[src/rtl/f8_mem_pkg.sv]
// Shared types and widths for the f8 two-port memory arbiter.
package f8_mem_pkg;

    localparam int unsigned ADDR_W  = 16;
    localparam int unsigned BANK_AW = 15;
    localparam int unsigned DATA_W  = 16;
    localparam int unsigned BYTE_W  = 8;
    localparam int unsigned BE_W    = 2;
    localparam int unsigned CNT_W   = 4;

    typedef enum logic {
        PRI0   = 1'b0,
        FORCE1 = 1'b1
    } arb_state_t;

    typedef enum logic {
        PORT0 = 1'b0,
        PORT1 = 1'b1
    } port_id_t;

    // One port's request payload as seen by the bank mapper.
    typedef struct packed {
        logic [BE_W-1:0]   be;
        logic [ADDR_W-1:0] addr;
        logic [DATA_W-1:0] wdata;
    } mem_req_t;

endpackage

[src/rtl/f8_bank_map.sv]
// Maps a 16-bit byte-addressed access onto the even/odd byte banks.
module f8_bank_map
    import f8_mem_pkg::*;
(
    input  logic [ADDR_W-1:0]  i_addr,
    input  logic [BE_W-1:0]    i_be,
    input  logic [DATA_W-1:0]  i_wdata,
    output logic [BANK_AW-1:0] o_addr_even,
    output logic [BANK_AW-1:0] o_addr_odd,
    output logic [BYTE_W-1:0]  o_wdata_even,
    output logic [BYTE_W-1:0]  o_wdata_odd,
    output logic               o_we_even,
    output logic               o_we_odd,
    output logic               o_swap
);

    logic [BANK_AW-1:0] w_word;

    assign w_word = i_addr[ADDR_W-1:1];
    assign o_swap = i_addr[0];

    // Odd address: low byte lands in the odd bank, high byte in the next even word (15-bit wrap).
    always_comb begin
        o_addr_odd   = w_word;
        o_addr_even  = w_word;
        o_wdata_even = i_wdata[BYTE_W-1:0];
        o_wdata_odd  = i_wdata[DATA_W-1:BYTE_W];
        o_we_even    = i_be[0];
        o_we_odd     = i_be[1];
        if (o_swap) begin
            o_addr_even  = w_word + BANK_AW'(1);
            o_wdata_odd  = i_wdata[BYTE_W-1:0];
            o_wdata_even = i_wdata[DATA_W-1:BYTE_W];
            o_we_odd     = i_be[0];
            o_we_even    = i_be[1];
        end
    end

endmodule

[src/rtl/f8_mem_arbiter.sv]
// Two-port arbiter (CPU port 0 priority, starvation-protected port 1) onto the f8 dual-bank RAM.
module f8_mem_arbiter
    import f8_mem_pkg::*;
#(
    parameter int unsigned STARVE_LIMIT = 4
)
(
    input  logic               clk,
    input  logic               reset,
    input  logic               i_req0,
    input  logic               i_req1,
    input  logic [BE_W-1:0]    i_be0,
    input  logic [BE_W-1:0]    i_be1,
    input  logic [ADDR_W-1:0]  i_addr0,
    input  logic [ADDR_W-1:0]  i_addr1,
    input  logic [DATA_W-1:0]  i_wdata0,
    input  logic [DATA_W-1:0]  i_wdata1,
    output logic               o_gnt0,
    output logic               o_gnt1,
    output logic               o_rvalid0,
    output logic               o_rvalid1,
    output logic [DATA_W-1:0]  o_rdata0,
    output logic [DATA_W-1:0]  o_rdata1,
    output logic [BANK_AW-1:0] o_mem_addr_even,
    output logic [BANK_AW-1:0] o_mem_addr_odd,
    output logic [BYTE_W-1:0]  o_mem_wdata_even,
    output logic [BYTE_W-1:0]  o_mem_wdata_odd,
    output logic               o_mem_we_even,
    output logic               o_mem_we_odd,
    input  logic [BYTE_W-1:0]  i_mem_rdata_even,
    input  logic [BYTE_W-1:0]  i_mem_rdata_odd
);

    arb_state_t         r_state;
    arb_state_t         w_state_next;
    logic [CNT_W-1:0]   r_wait_cnt;
    logic [CNT_W-1:0]   w_wait_cnt_next;
    logic               w_gnt0;
    logic               w_gnt1;
    logic               w_any_gnt;
    mem_req_t           w_req0;
    mem_req_t           w_req1;
    mem_req_t           w_sel;
    logic               w_we_even;
    logic               w_we_odd;
    logic               w_swap;
    logic               r_rd_valid;
    port_id_t           r_rd_port;
    logic               r_rd_swap;
    logic [DATA_W-1:0]  w_rdata;

    // Arbitration state and starvation counter register.
    always_ff @(posedge clk) begin
        if (reset) begin
            r_state    <= PRI0;
            r_wait_cnt <= '0;
        end else begin
            r_state    <= w_state_next;
            r_wait_cnt <= w_wait_cnt_next;
        end
    end

    // Grant selection, starvation counting and next state; no grant while reset is high.
    always_comb begin
        w_state_next    = PRI0;
        w_wait_cnt_next = '0;
        w_gnt0          = 1'b0;
        w_gnt1          = 1'b0;
        if (!reset) begin
            unique case (r_state)
                PRI0: begin
                    if (i_req0) begin
                        w_gnt0 = 1'b1;
                    end else if (i_req1) begin
                        w_gnt1 = 1'b1;
                    end
                end
                FORCE1: begin
                    if (i_req1) begin
                        w_gnt1 = 1'b1;
                    end else if (i_req0) begin
                        w_gnt0 = 1'b1;
                    end
                end
                default: ;
            endcase
            // Port 1 waiting while port 0 is served counts toward the forced slot.
            if (i_req1 && !w_gnt1) begin
                w_wait_cnt_next = r_wait_cnt + CNT_W'(1);
            end
            if ((r_state == PRI0) && (w_wait_cnt_next >= CNT_W'(STARVE_LIMIT))) begin
                w_state_next = FORCE1;
            end
        end
    end

    assign o_gnt0    = w_gnt0;
    assign o_gnt1    = w_gnt1;
    assign w_any_gnt = w_gnt0 | w_gnt1;

    assign w_req0 = {i_be0, i_addr0, i_wdata0};
    assign w_req1 = {i_be1, i_addr1, i_wdata1};
    assign w_sel  = w_gnt1 ? w_req1 : w_req0;

    f8_bank_map u_bank_map (
        .i_addr       (w_sel.addr),
        .i_be         (w_sel.be),
        .i_wdata      (w_sel.wdata),
        .o_addr_even  (o_mem_addr_even),
        .o_addr_odd   (o_mem_addr_odd),
        .o_wdata_even (o_mem_wdata_even),
        .o_wdata_odd  (o_mem_wdata_odd),
        .o_we_even    (w_we_even),
        .o_we_odd     (w_we_odd),
        .o_swap       (w_swap)
    );

    assign o_mem_we_even = w_we_even & w_any_gnt;
    assign o_mem_we_odd  = w_we_odd & w_any_gnt;

    // Remember which port issued a read and its lane swap for next-cycle reassembly.
    always_ff @(posedge clk) begin
        if (reset) begin
            r_rd_valid <= 1'b0;
            r_rd_port  <= PORT0;
            r_rd_swap  <= 1'b0;
        end else begin
            r_rd_valid <= w_any_gnt && (w_sel.be == '0);
            if (w_any_gnt) begin
                r_rd_port <= w_gnt1 ? PORT1 : PORT0;
                r_rd_swap <= w_swap;
            end
        end
    end

    // Unswap the bank bytes into a little-endian halfword.
    assign w_rdata = r_rd_swap ? {i_mem_rdata_even, i_mem_rdata_odd}
                               : {i_mem_rdata_odd, i_mem_rdata_even};

    assign o_rdata0  = w_rdata;
    assign o_rdata1  = w_rdata;
    assign o_rvalid0 = r_rd_valid && (r_rd_port == PORT0) && !reset;
    assign o_rvalid1 = r_rd_valid && (r_rd_port == PORT1) && !reset;

endmodule
[config.mk]
export PLATFORM = sky130hd
export DESIGN_NAME = f8_mem_arbiter
export DESIGN_NICKNAME = d
export VERILOG_FILES = /design/src/rtl/f8_mem_pkg.sv /design/src/rtl/f8_bank_map.sv /design/src/rtl/f8_mem_arbiter.sv
export SDC_FILE = /design/constraint.sdc
export NUM_CORES = 1
export LEC_CHECK = 0
export CAP_MARGIN = 10
export CORE_ASPECT_RATIO = 1.1
export CORE_MARGIN = 3
export CORE_UTILIZATION = 34
export DETAILED_ROUTE_END_ITERATION = 8
export PLACE_DENSITY = 0.91
export SKIP_CTS_REPAIR_TIMING = 1
export SLEW_MARGIN = 0
export SYNTH_ARGS = -nofsm -noshare
export SYNTH_HDL_FRONTEND = slang
export SYNTH_SLANG_ARGS = --single-unit
[constraint.sdc]
create_clock -name clk -period 5.6 [get_ports clk]
set_clock_uncertainty 0.2 [all_clocks]
set_input_delay 1.4 -clock clk [delete_from_list [all_inputs] [get_ports clk]]
set_output_delay 1.4 -clock clk [all_outputs]
set_load 0.02 [all_outputs]
Word level (Yosys, flattened, before mapping). Cells that the tools add are included.

Multiply operators: 0. Reduce and logical (&&, ||, !) cells: 10. Mux-type cells: 20. Shift operators: 0. Bitwise operators: 5. Order comparisons: 1. Add/sub/neg operators: 2. Divide/modulo/power cells: 0. Eq/ne operators: 0.

Operators with widths (number): $mux W34 (1); $mux W16 (1); $mux W8 (2); $add A15 B1 Y15 const B (1); $mux W15 (1); $mux W1 (11); $mux W4 (2); $logic_and A1 B1 Y1 (7); $add A4 B1 Y4 const B (1); $ge A4 B3 Y1 const B (1); $pmux W1 S2 (2); $and A1 B1 Y1 (2); $logic_not A1 Y1 (2); $logic_not A2 Y1 (1); $not A1 Y1 (2); $or A1 B1 Y1 (1).

Memory bits (read-only): 0. Register bits: 8. Memories kept: 0. Output and inout bits: 84. Input port bits: 88. Word-level logic and storage cells: 43. Bits in writable memories: 0. Bits in latches: 0.

Depth between registers and ports, before layout.
Depth in word-level cells: 11. Gate-level depth with buffers: 8. Depth with buffers taken out: 6.

Modules after synthesis. From an unflattened synthesis, not the netlist that was laid out.

Cell total of the unflattened synthesis: 193. Area total of the unflattened synthesis: 1795.5 µm².

By module, submodules not included: f8_mem_arbiter (instances 1, area each 1129.8 µm², sequential area each 160.2 µm², cells an instance 116); f8_bank_map (instances 1, area each 665.6 µm², sequential area each 0.0 µm², cells an instance 77).

Least setup slack after synthesis. Ideal clock, no wire load.

Path kind: input to output. Start: in reset. End: out o_mem_we_even. Path buffers: 3. Path slack: 1.084 ns. Arrival time: 2.916 ns. Stages: 6. Data required time: 4.000 ns. Cell sequence: nand2b_4 > or2_4 > buf_6 > buf_2 > buf_1 > a221oi_1.

Word-level cells in the longest chain between the ends: 4. Elaborated cells on any way between the ends: 6. Those cells by class: 4 x mux; 2 x bitwise.

RTL lines: start, declared (line f8_mem_arbiter.sv:9) `input logic reset,`; $mux W1 (line f8_mem_arbiter.sv:69) `if (!reset) begin`; $mux W34 (line f8_mem_arbiter.sv:103) `assign w_sel = w_gnt1 ? w_req1 : w_req0;`; $mux W1 (line f8_bank_map.sv:30) `if (o_swap) begin`; $and A1 B1 Y1 * (line f8_mem_arbiter.sv:118) `assign o_mem_we_even = w_we_even & w_any_gnt;`; end, declared (line f8_mem_arbiter.sv:28) `output logic o_mem_we_even,`.

Every way passes the cells marked *; elsewhere a longest branch is shown, timed or not.

Worst setup path in the final report.
Start: in i_req1. End: out o_mem_addr_even[2].

Word-level cells in the longest chain between the ends: 8.

RTL lines: start, declared (line f8_mem_arbiter.sv:11) `input logic i_req1,`; $mux W1 * (line f8_mem_arbiter.sv:74, f8_mem_arbiter.sv:79); $mux W1 (line f8_mem_arbiter.sv:72) `if (i_req0) begin`; $pmux W1 S2 * (line f8_mem_arbiter.sv:70) `unique case (r_state)`; $mux W1 * (2 in series) (line f8_mem_arbiter.sv:69); $mux W34 * (line f8_mem_arbiter.sv:103); $add A15 B1 Y15 (line f8_bank_map.sv:31) `o_addr_even = w_word + BANK_AW'(1);`; $mux W15 * (line f8_bank_map.sv:30); end, declared (line f8_mem_arbiter.sv:24) `output logic [BANK_AW-1:0] o_mem_addr_even,`.

Every way passes the cells marked *; elsewhere a longest branch is shown, timed or not. The select of a mux whose other input is x is not followed.

==> flow_summary.ini <==
[synth]
synth-seq-area-share_pct = 8.80
ys_ff_latch = 8
netlist_instances = 257
synth_simple_gate_area_share_pct = 26.7
postSynthAreaPerCell_um2 = 7.08
synthXorXnorAreaFrac_pct = 8.67
yosys-top-cells-count = 47 x nand2_1, 22 x mux2i_1, 20 x a21oi_1, 18 x buf_4, 18 x nor2b_1
synth_nets = 346
synth_mux_area_share_pct = 24.2
synth-compound-area-share_pct = 19.0
yosys.area.top_type = mux2i_1
synthAdderAreaFrac_pct = 0.688
ys.flop_type = dfxtp_1
synth_enable_flop_cells = 0
synth_top_area_share_pct = 12.1
syn_area_um2 = 1820
synth.most_common_cell = nand2_1
async_reset_ff_share_pct = 0
netlist_top_cells_area = mux2i_1 12%, mux2_2 11%, nand2_1 9.7%
yosys_warnings = 0
synthDistinctLibCells = 42
synth_top_family_by_area = simple AND/OR/NAND/NOR gates

[clocking]
cts_tree = done
cts.clk_slew.worst_paths_ps = 40
clock_sinks = 8
clk_latency_ps = 230
cts_root_buf = clkbuf_8
cts_htree_levels = 1
cts_max_path_buffers = 2
cts-buffers-inserted = 3

[power_and_ir_drop]
peakVddDrop_mv = 0.115
p_leak_uw = 0.00139
power_density_nw_per_um2 = 135

[finish]
fill_cells = 416
area_delta_synth_final_pct = 94.4
antenna-diode-count = 0
fin_cells = 480
finalNetCount = 499
drive_above_1_share_pct = 8.82
multi_input_area_um2 = 1450
regArea_um2 = 160

[die]
die_y_um = 82.7
rows = 27
die-area_um2 = 6270
dieWidth_um = 75.7
start_util_pct = 35.7
core-area_um2 = 5100
pin_count = 172

[grt]
grt_start_max_net_pins = 38
grtUsageMet3_pct = 3.63
antenna_found_initial = 0
grt_pass1_wl_um = 10500
grt_use_total_pct = 21.5
grt.met1_usage_pct = 25.4
grtUsageMet2_pct = 39.3
grt-busiest-layer = met2
grt_remaining_overflow = 0
grt_pass1_vias = 2222

[timing]
setup_slack_ps = 196
rsz0062_at_grt = no
tightest_slew_ps = 715
max_slew_margin_pct = 52.3
fin_crit_sh_pct = 96.5
hold_slack_ps = 246
hold_violations = 0
min_period_ps = 5400
setup_viol_count_final = 0
timing.fmax_mhz = 185
final.setup.tns_ps = 0
finalMaxSlewViolations = 0

[placed_design]
place_ws_ps = 35.7
io_buffers = 171
post-dp-hpwl_um = 6210
place_congestion = 0.892
place_inst = 477

[drt]
vias = 2369
wirelength_um = 7210
viasPerCell = 4.94
firstDrtPassIters = 4
drcViolationCount = 0
antenna_left = 0
drt_iter0_drc = 54
wl_per_cell_um = 15.0

[setup_path]
arrival_ps = 3800
critical_path_class = in -> out
slowest_stage = clkdlybuf4s50_1
cp.required_ps = 4000
worstSetupStartpointType = input pin
critPathMaxFanout = 14
path_delay_family = buffers and inverters
timing.critical_path.mode_cell = clkdlybuf4s50_1
max_stage_delay_ps = 620
crit_buf_inv = 4
cp-end-kind = output port
worstPathCellList = clkdlybuf4s50_1, nand2b_4, or2_4, clkinv_2, buf_4, mux2i_1, xnor2_1, clkdlybuf4s50_1

[hold_path]
hold_class = reg -> reg

[flow_run]
maxCapViolations = 0

[outcome]
outcome = finished, final reports clean
sequential cells by signal, summed over array words and instances, names as in the netlist:
register and count:
r_rd_swap 1, r_rd_valid 1, r_wait_cnt 4, r_state 1, r_rd_port 1
power by group:
part	total (µW)	internal (µW)	switching (µW)
clock network	68.6	46.5	22.1
logic	345	187	158
registers	63.1	58.9	4.22
total	477	292	184
cell usage in the layout (no fill, tap or decap), types with 2 or more instances in the layout:
cell type | netlist | routed
nand2_1 | 47 | 47
dfxtp_1 | 8 | 8
nor2b_1 | 18 | 18
clkbuf_8 | 0 | 3
xor2_1 | 6 | 6
mux2i_1 | 22 | 21
a211oi_1 | 17 | 17
xnor2_1 | 12 | 12
o21ai_0 | 5 | 5
o21a_1 | 2 | 2
nand3_1 | 9 | 9
o22ai_1 | 2 | 2
nor2_1 | 9 | 9
clkdlybuf4s50_1 | 0 | 169
nor3_1 | 3 | 3
buf_4 | 18 | 8
mux2i_2 | 1 | 2
a21oi_1 | 20 | 20
and3_1 | 4 | 4
mux2_2 | 17 | 17
inv_1 | 5 | 5
dlymetal6s2s_1 | 0 | 2
final timing paths:
check / slack (ps) / end / depth (start not counted) / from
max: 200 / o_mem_addr_even[2] / 8 / i_req1
min: 250 / r_wait_cnt[0] / 1 / r_wait_cnt[0]
max reg2reg: 3870 / r_rd_swap / 5 / r_state
min reg2reg: 250 / r_wait_cnt[0] / 1 / r_wait_cnt[0]
layer usage:
layer	routed length (µm)	share of wire (%)
met4	108	1.5
met5	0	0
met1	2880	40
met2	3820	53
met3	406	5.6
logic make-up (layout without fill, tap and decap cells):
group	after synthesis	count (layout)
simple gates	99	99
compound gates	53	53
mux	41	41
buf+inv	37	188
xor+xnor	18	18
flops	8	8
fa+ha+maj	1	1
metrics by stage:
stage | area (µm²) | utilization (%) | total power, µW
final | 3540 | 69.3 | 477
after global routing | 3540 | 69.3 | 504
after detailed placement | 3490 | 68.3 | 409
after floorplan | 1820 | - | 233
after CTS | 3530 | 69.1 | 479
after global placement | 3490 | 68.3 | 404
final cells by class:
cell class | instances | area share (%)
timing repair buffer | 179 | 50.2
tap | 72 | 2.55
inverter | 6 | 0.672
sequential | 8 | 4.53
clock buffer | 3 | 1.17
multi-input combinational | 212 | 40.9
Note: power is estimated with default switching activity, not from simulation.
